<file path="src/rtl/booth_seq_divider_pkg.sv">
// booth_seq_divider_pkg
//   Shared arithmetic definitions for the Booth multiplier / sequential
//   divider pair: default operand widths, divider FSM state encoding, and
//   small two's-complement helpers used for sign handling.
package booth_seq_divider_pkg;

  localparam int DEF_DW = 8;  // product / dividend / quotient width
  localparam int DEF_VW = 4;  // multiplicand / divisor / remainder width

  typedef enum logic [1:0] {
    ST_IDLE = 2'd0,
    ST_RUN  = 2'd1,
    ST_FIN  = 2'd2
  } div_state_e;

  // Magnitude of a DEF_DW-bit signed value, one bit wider so that
  // -2^(DEF_DW-1) has an exact representation.
  function automatic logic [DEF_DW:0] abs_dw(input logic [DEF_DW-1:0] v);
    logic [DEF_DW:0] ext;
    ext = {v[DEF_DW-1], v};
    return ext[DEF_DW] ? (~ext + 1'b1) : ext;
  endfunction

  // Magnitude of a DEF_VW-bit signed value, one bit wider for the same reason.
  function automatic logic [DEF_VW:0] abs_vw(input logic [DEF_VW-1:0] v);
    logic [DEF_VW:0] ext;
    ext = {v[DEF_VW-1], v};
    return ext[DEF_VW] ? (~ext + 1'b1) : ext;
  endfunction

  // Conditional two's-complement negation at product width.
  function automatic logic [DEF_DW-1:0] neg_dw(input logic neg, input logic [DEF_DW-1:0] v);
    return neg ? (~v + 1'b1) : v;
  endfunction

endpackage

</file>
<file path="src/rtl/booth_div_step.sv">
// booth_div_step
//   One combinational restoring-division step: shift the next dividend bit
//   into the partial remainder, trial-subtract the divisor magnitude, and
//   keep the difference only when it is non-negative.
// Ports:
//   partial_rem  in   VW+1  partial remainder before this step
//   next_bit     in   1     dividend bit shifted in
//   div_mag      in   VW    divisor magnitude (unsigned, up to 2^(VW-1))
//   new_rem      out  VW+1  partial remainder after this step
//   q_bit        out  1     quotient bit produced by this step
module booth_div_step #(
  parameter int VW = 4
) (
  input  logic [VW:0]   partial_rem,
  input  logic          next_bit,
  input  logic [VW-1:0] div_mag,
  output logic [VW:0]   new_rem,
  output logic          q_bit
);

  // One guard bit above the shifted value so the trial result's MSB is a
  // clean borrow/sign indicator.
  logic [VW+1:0] shifted;
  logic [VW+1:0] trial;

  always_comb begin
    shifted = {partial_rem, next_bit};
    trial   = shifted - {2'b00, div_mag};
    q_bit   = ~trial[VW+1];
    new_rem = q_bit ? trial[VW:0] : shifted[VW:0];
  end

endmodule

</file>
<file path="src/rtl/booth_seq_divider.sv">
// booth_seq_divider
//   Sequential signed divider, one quotient bit per clock, restoring
//   algorithm on operand magnitudes with signs applied at the end.
//   Quotient truncates toward zero; remainder takes the dividend's sign.
// Ports:
//   clk, rst_n          clock (rising edge) / asynchronous active-low reset
//   start               request, sampled only when idle
//   dividend, divisor   signed operands, sampled with start
//   busy                high while an operation is in progress
//   done                one-cycle pulse when results are valid
//   quotient, remainder signed results, held until next done or reset
//   div_zero, ovf       divisor was zero / quotient not representable
module booth_seq_divider
  import booth_seq_divider_pkg::*;
#(
  parameter int DW = DEF_DW,
  parameter int VW = DEF_VW
) (
  input  logic          clk,
  input  logic          rst_n,
  input  logic          start,
  input  logic [DW-1:0] dividend,
  input  logic [VW-1:0] divisor,
  output logic          busy,
  output logic          done,
  output logic [DW-1:0] quotient,
  output logic [VW-1:0] remainder,
  output logic          div_zero,
  output logic          ovf
);

  localparam int CW = $clog2(DW + 1);

  div_state_e    state_reg, state_next;
  logic [CW-1:0] cnt_reg, cnt_next;
  logic [VW:0]   prem_reg, prem_next;
  // Holds the dividend magnitude; quotient bits shift in from the LSB as
  // dividend bits leave from the MSB, so it ends up holding |quotient|.
  logic [DW-1:0] dq_reg, dq_next;
  logic [VW-1:0] vmag_reg, vmag_next;
  logic          sign_q_reg, sign_q_next;
  logic          sign_r_reg, sign_r_next;
  logic          dz_reg, dz_next;
  logic          busy_reg, busy_next;
  logic          done_reg, done_next;
  logic [DW-1:0] quotient_reg, quotient_next;
  logic [VW-1:0] remainder_reg, remainder_next;
  logic          div_zero_reg, div_zero_next;
  logic          ovf_reg, ovf_next;

  logic [VW:0]   step_rem;
  logic          step_q;
  // Magnitudes as unsigned values of the operand width: |-2^(W-1)| = 2^(W-1)
  // still fits, which is what makes -128/2 exact and -128/-1 detectable.
  logic [DW-1:0] dividend_mag;
  logic [VW-1:0] divisor_mag;

  assign dividend_mag = dividend[DW-1] ? (~dividend + 1'b1) : dividend;
  assign divisor_mag  = divisor[VW-1]  ? (~divisor + 1'b1)  : divisor;

  booth_div_step #(.VW(VW)) u_step (
    .partial_rem (prem_reg),
    .next_bit    (dq_reg[DW-1]),
    .div_mag     (vmag_reg),
    .new_rem     (step_rem),
    .q_bit       (step_q)
  );

  always_ff @(posedge clk or negedge rst_n) begin
    if (!rst_n) begin
      state_reg     <= ST_IDLE;
      cnt_reg       <= '0;
      prem_reg      <= '0;
      dq_reg        <= '0;
      vmag_reg      <= '0;
      sign_q_reg    <= 1'b0;
      sign_r_reg    <= 1'b0;
      dz_reg        <= 1'b0;
      busy_reg      <= 1'b0;
      done_reg      <= 1'b0;
      quotient_reg  <= '0;
      remainder_reg <= '0;
      div_zero_reg  <= 1'b0;
      ovf_reg       <= 1'b0;
    end else begin
      state_reg     <= state_next;
      cnt_reg       <= cnt_next;
      prem_reg      <= prem_next;
      dq_reg        <= dq_next;
      vmag_reg      <= vmag_next;
      sign_q_reg    <= sign_q_next;
      sign_r_reg    <= sign_r_next;
      dz_reg        <= dz_next;
      busy_reg      <= busy_next;
      done_reg      <= done_next;
      quotient_reg  <= quotient_next;
      remainder_reg <= remainder_next;
      div_zero_reg  <= div_zero_next;
      ovf_reg       <= ovf_next;
    end
  end

  always_comb begin
    state_next     = state_reg;
    cnt_next       = cnt_reg;
    prem_next      = prem_reg;
    dq_next        = dq_reg;
    vmag_next      = vmag_reg;
    sign_q_next    = sign_q_reg;
    sign_r_next    = sign_r_reg;
    dz_next        = dz_reg;
    busy_next      = busy_reg;
    done_next      = 1'b0;
    quotient_next  = quotient_reg;
    remainder_next = remainder_reg;
    div_zero_next  = div_zero_reg;
    ovf_next       = ovf_reg;

    case (state_reg)
      ST_IDLE: begin
        if (start) begin
          dq_next       = dividend_mag;
          vmag_next     = divisor_mag;
          sign_q_next   = dividend[DW-1] ^ divisor[VW-1];
          sign_r_next   = dividend[DW-1];
          dz_next       = (divisor == '0);
          prem_next     = '0;
          cnt_next      = CW'(DW);
          busy_next     = 1'b1;
          div_zero_next = 1'b0;
          ovf_next      = 1'b0;
          state_next    = (divisor == '0) ? ST_FIN : ST_RUN;
        end
      end
      ST_RUN: begin
        prem_next = step_rem;
        dq_next   = {dq_reg[DW-2:0], step_q};
        cnt_next  = cnt_reg - 1'b1;
        if (cnt_reg == CW'(1)) state_next = ST_FIN;
      end
      ST_FIN: begin
        done_next  = 1'b1;
        busy_next  = 1'b0;
        state_next = ST_IDLE;
        if (dz_reg) begin
          quotient_next  = '0;
          remainder_next = '0;
          div_zero_next  = 1'b1;
        end else begin
          quotient_next  = sign_q_reg ? (~dq_reg + 1'b1) : dq_reg;
          remainder_next = sign_r_reg ? (~prem_reg[VW-1:0] + 1'b1) : prem_reg[VW-1:0];
          // A positive result with magnitude 2^(DW-1) cannot be represented;
          // the negated form wraps back to the same bit pattern.
          ovf_next       = ~sign_q_reg & dq_reg[DW-1];
        end
      end
      default: state_next = ST_IDLE;
    endcase
  end

  assign busy      = busy_reg;
  assign done      = done_reg;
  assign quotient  = quotient_reg;
  assign remainder = remainder_reg;
  assign div_zero  = div_zero_reg;
  assign ovf       = ovf_reg;

endmodule

</file>
<file path="config.mk">
export PLATFORM = sky130hd
export DESIGN_NAME = booth_seq_divider
export DESIGN_NICKNAME = d
export VERILOG_FILES = /design/src/rtl/booth_seq_divider_pkg.sv /design/src/rtl/booth_div_step.sv /design/src/rtl/booth_seq_divider.sv
export SDC_FILE = /design/constraint.sdc
export NUM_CORES = 1
export LEC_CHECK = 0
export CAP_MARGIN = 20
export CORE_MARGIN = 10
export CORE_UTILIZATION = 40
export CTS_CLUSTER_DIAMETER = 50
export DETAILED_ROUTE_END_ITERATION = 6
export GPL_ROUTABILITY_DRIVEN = 0
export PLACE_DENSITY = 0.6
export SKIP_LAST_GASP = 1
export SYNTH_ARGS = -nofsm -noshare
export SYNTH_HDL_FRONTEND = slang
export SYNTH_SLANG_ARGS = --single-unit
</file>
<file path="constraint.sdc">
create_clock -name clk -period 2.7 [get_ports clk]
set_input_delay 0.405 -clock clk [delete_from_list [all_inputs] [get_ports clk]]
set_output_delay 0.405 -clock clk [all_outputs]
set_load 0.02 [all_outputs]
</file>
==> load_flow_metrics.sql <==
INSERT INTO impl_metrics (metric_group, metric, value, unit) VALUES
('final_layout', 'fillCellCount', '559', ''),
('critical_path', 'crit_slowest_cell', 'sky130_fd_sc_hd__a211oi_2', ''),
('critical_path', 'worstPathArrival', '2380', 'ps'),
('detailed_routing', 'via_count', '1736', ''),
('detailed_routing', 'post_drt_via_cell_ratio', '5.061', ''),
('timing', 'setup_tns', '0', 'ps'),
('timing', 'max_slew.worst_pin.slew', '904.3', 'ps'),
('clock_network', 'cts_tree', 'built', ''),
('synth', 'synth_seq_area_share', '45.70', '%'),
('final_layout', 'share_of_post_route_cells_with_drive_strength_above_1', '7.011', '%'),
('placement', 'io_buffer_count', '30', ''),
('floorplan', 'total_die_area', '0.009182', 'mm2'),
('detailed_routing', 'final_antenna_net_count', '0', ''),
('floorplan', 'fp-row-count', '27', ''),
('synth', 'synth_top_cell_by_area', 'sky130_fd_sc_hd__dfrtp_1', ''),
('detailed_routing', 'drt_first_iter_violations', '92', ''),
('final_layout', 'register_area', '0.001051', 'mm2'),
('floorplan', 'boundaryPins', '31', ''),
('timing', 'timing.fmax', '462.0', 'MHz'),
('synth', 'synth_area_per_cell', '9.425', 'um2'),
('floorplan', 'initial_core_util', '41.51', '%'),
('critical_path', 'cp.required', '2920', 'ps'),
('timing', 'fin_crit_period', '2165', 'ps'),
('power', 'power_density', '1146', 'mW/mm2'),
('timing', 'timing_max_transition_violations_final', '0', ''),
('floorplan', 'die-height', '95.83', 'um'),
('clock_network', 'cts.reportedPaths.clkPinSlew', '90', 'ps'),
('synth', 'dominantRegCellSynth', 'sky130_fd_sc_hd__dfrtp_1', ''),
('critical_path', 'path_cells', 'ha_1 > nor2b_1 > o2111a_1 > a211oi_2 > mux2_2 > o21ai_0', ''),
('synth', 'asyncSetResetFlopFracSynth', '100.0', '%'),
('synth', 'synth_fp_nets', '270', ''),
('detailed_routing', 'drc', '0', ''),
('timing', 'slew-limit-headroom', '39.72', '%'),
('clock_network', 'clock_tree.buffer_depth', '2', ''),
('timing', 'final_setup_violations', '0', ''),
('synth', 'post_synth_instance_area', '0.002300', 'mm2'),
('detailed_routing', 'drt_pre_antenna_iters', '4', ''),
('grt', 'grt_start_max_net_pins', '43', ''),
('grt', 'grt_first_pass_wirelength', '8045', 'um'),
('timing', 'worst_hold_slack', '233.6', 'ps'),
('clock_network', 'clock_latency', '300', 'ps'),
('final_layout', 'areaGrowthSynthToFinish', '19.21', '%'),
('clock_network', 'total_number_of_clock_tree_sinks', '42', ''),
('final_layout', 'antenna_cells', '0', ''),
('detailed_routing', 'post_drt_wl_per_cell', '13.44', 'um'),
('synth', 'synth_seq_cells', '42', ''),
('final_layout', 'finalNetCount', '296', ''),
('synth', 'synth_edf_count', '0', ''),
('timing', 'finalCritPeriodShare', '80.17', '%'),
('clock_network', 'cts_setup_buffers', '0', ''),
('floorplan', 'die_width', '95.83', 'um'),
('critical_path', 'timing_worst_setup_path_type', 'register to register', ''),
('synth', 'synthesis.yosys.warnings', '0', ''),
('grt', 'global_route.overflow_total', '0', ''),
('detailed_routing', 'totalWireLength', '4609', 'um'),
('min_path', 'holdCritPathClass', 'input port to async pin', ''),
('clock_network', 'htreeDepth', '2', ''),
('clock_network', 'cts_hold_repair.buffers', '0', ''),
('clock_network', 'cts_made_buffers', '5', ''),
('power', 'p_leak', '1.232', 'nW'),
('synth', 'number_of_distinct_standard_cells_referenced_by_the_synthesized_netlist', '41', ''),
('status', 'outcome', 'finished clean', ''),
('floorplan', 'core_region_area', '0.005540', 'mm2'),
('grt', 'first_global_vias', '1711', ''),
('placement', 'dp_hpwl', '3557', 'um'),
('final_layout', 'layout.core_utilization', '49.48', '%'),
('synth', 'netlist_top_cells_area', 'sky130_fd_sc_hd__dfrtp_1 46%, sky130_fd_sc_hd__nand2_1 6.7%, sky130_fd_sc_hd__ha_1 5.4%', ''),
('timing', 'rsz0062_at_grt', 'no', ''),
('power', 'ir_worst_vdd', '0.5621', 'mV'),
('critical_path', 'timing.critical_path.slowest_cell_delay', '430', 'ps'),
('grt', 'globalRouteTotalUtil', '11.13', '%'),
('clock_network', 'ctsRootBufferMaster', 'sky130_fd_sc_hd__clkbuf_8', ''),
('final_layout', 'multi_input_gate_area_in_the_final_layout', '0.001140', 'mm2'),
('flow_run', 'timing.max_cap.violations', '0', ''),
('grt', 'antenna_found_initial', '0', ''),
('critical_path', 'start_kind', 'register', ''),
('synth', 'synth_cells', '244', ''),
('critical_path', 'crit_path_max_fanout', '7', ''),
('critical_path', 'timing.critical_path.to_type', 'register', ''),
('timing', 'finalHoldViolCount', '0', ''),
('synth', 'netlist.area_leader.share', '45.70', '%'),
('clock_network', 'post_cts_resized', '0', ''),
('timing', 'clock-skew-final', '8.223', 'ps');
[worst max-delay path: cells and delay by family (launching register included)]
kind | cells | cell delay (ps)
AO/OA/AOI/OAI | 3 | 830
flip-flops | 1 | 420
multiplexers | 1 | 390
adder cells (fa/ha/maj) | 1 | 300
AND/OR/NAND/NOR | 1 | 150
[metrics by stage]
step           total power [mW]  cells  instance area [um2]  worst slack, ps
4_1_cts                   3.186    343                 2741            518.5
5_1_grt                   3.470    343                 2741            362.5
3_5_place_dp              2.776    335                 2651            540.0
3_3_place_gp              2.755    335                 2651            585.8
6_report                  3.141    343                 2741            535.3
2_1_floorplan             2.300    244                 2300            749.8
[where the power goes]
group          leakage (nW)  internal (mW)  switching (mW)
clock network        0.0441          0.182           0.221
registers             0.526          0.898           0.258
logic                 0.662          0.751           0.831
total                  1.23           1.83            1.31
[cells in the mapped netlist (all sizes together) (2+ instances only)]
cell    instances
dfrtp          42
nor4b           2
inv            16
nand2          41
or3             3
nor4            2
xnor2           8
a22oi           5
mux2i           5
ha             10
o31ai          11
o211ai          2
nand2b          4
nand3          10
nor3b           2
a21oi           4
or2             2
mux2            2
nor3            3
clkbuf         12
nor2b           5
o21ai          23
nor2            7
xor2            9
[logic make-up (layout without fill, tap and decap cells)]
group	after synthesis	in the layout	synth area share [%]
simple gates	83	83	17.19
flops	42	42	45.70
buf+inv	29	56	4.733
mux	7	7	3.156
compound gates	55	55	16.43
xor+xnor	17	17	6.475
fa+ha+maj	11	11	6.311
[layer usage]
layer,track usage (%),share of wire [%],vias to the layer above
li1,-,-,900
met1,15.01,50,797
met2,16.82,43,32
met3,3.035,5.9,7
met4,3.808,1.3,0
met5,0,0,-
[final cells by class]
class                      instances  share of cell area, %
multi-input combinational        173                  41.58
timing repair buffer              32                  11.32
clock inverter                     3                 0.7759
tap                               72                  3.286
inverter                          16                  2.191
sequential                        42                  38.34
clock buffer                       5                  2.510
[layout by cell type, fill, tap and decap left out, types with 8 or more instances in the layout]
| cell type | count |
|---|---|
| sky130_fd_sc_hd__o31ai_1 | 9 |
| sky130_fd_sc_hd__ha_1 | 10 |
| sky130_fd_sc_hd__inv_1 | 16 |
| sky130_fd_sc_hd__nand2_1 | 41 |
| sky130_fd_sc_hd__clkdlybuf4s50_1 | 29 |
| sky130_fd_sc_hd__o21ai_0 | 23 |
| sky130_fd_sc_hd__xor2_1 | 9 |
| sky130_fd_sc_hd__nand3_1 | 10 |
| sky130_fd_sc_hd__dfrtp_1 | 42 |
| sky130_fd_sc_hd__xnor2_1 | 8 |
[final timing paths]
check                                        startpoint                       to  cells after the start  slack (ps)
worst max-delay path            prem_reg[0]$_DFFE_PN0P_  prem_reg[1]$_DFFE_PN0P_                      6         540
worst min-delay path                              rst_n   cnt_reg[0]$_DFFE_PN0P_                      1         230
worst max register to register  prem_reg[0]$_DFFE_PN0P_  prem_reg[1]$_DFFE_PN0P_                      6         540
worst min register to register   cnt_reg[3]$_DFFE_PN0P_   cnt_reg[3]$_DFFE_PN0P_                      1         480
max in group asynchronous                         rst_n          ovf$_DFFE_PN0P_                      1        1900
min in group clk                 cnt_reg[3]$_DFFE_PN0P_   cnt_reg[3]$_DFFE_PN0P_                      1         480
No activity file was read; power rests on OpenSTA's default activity.
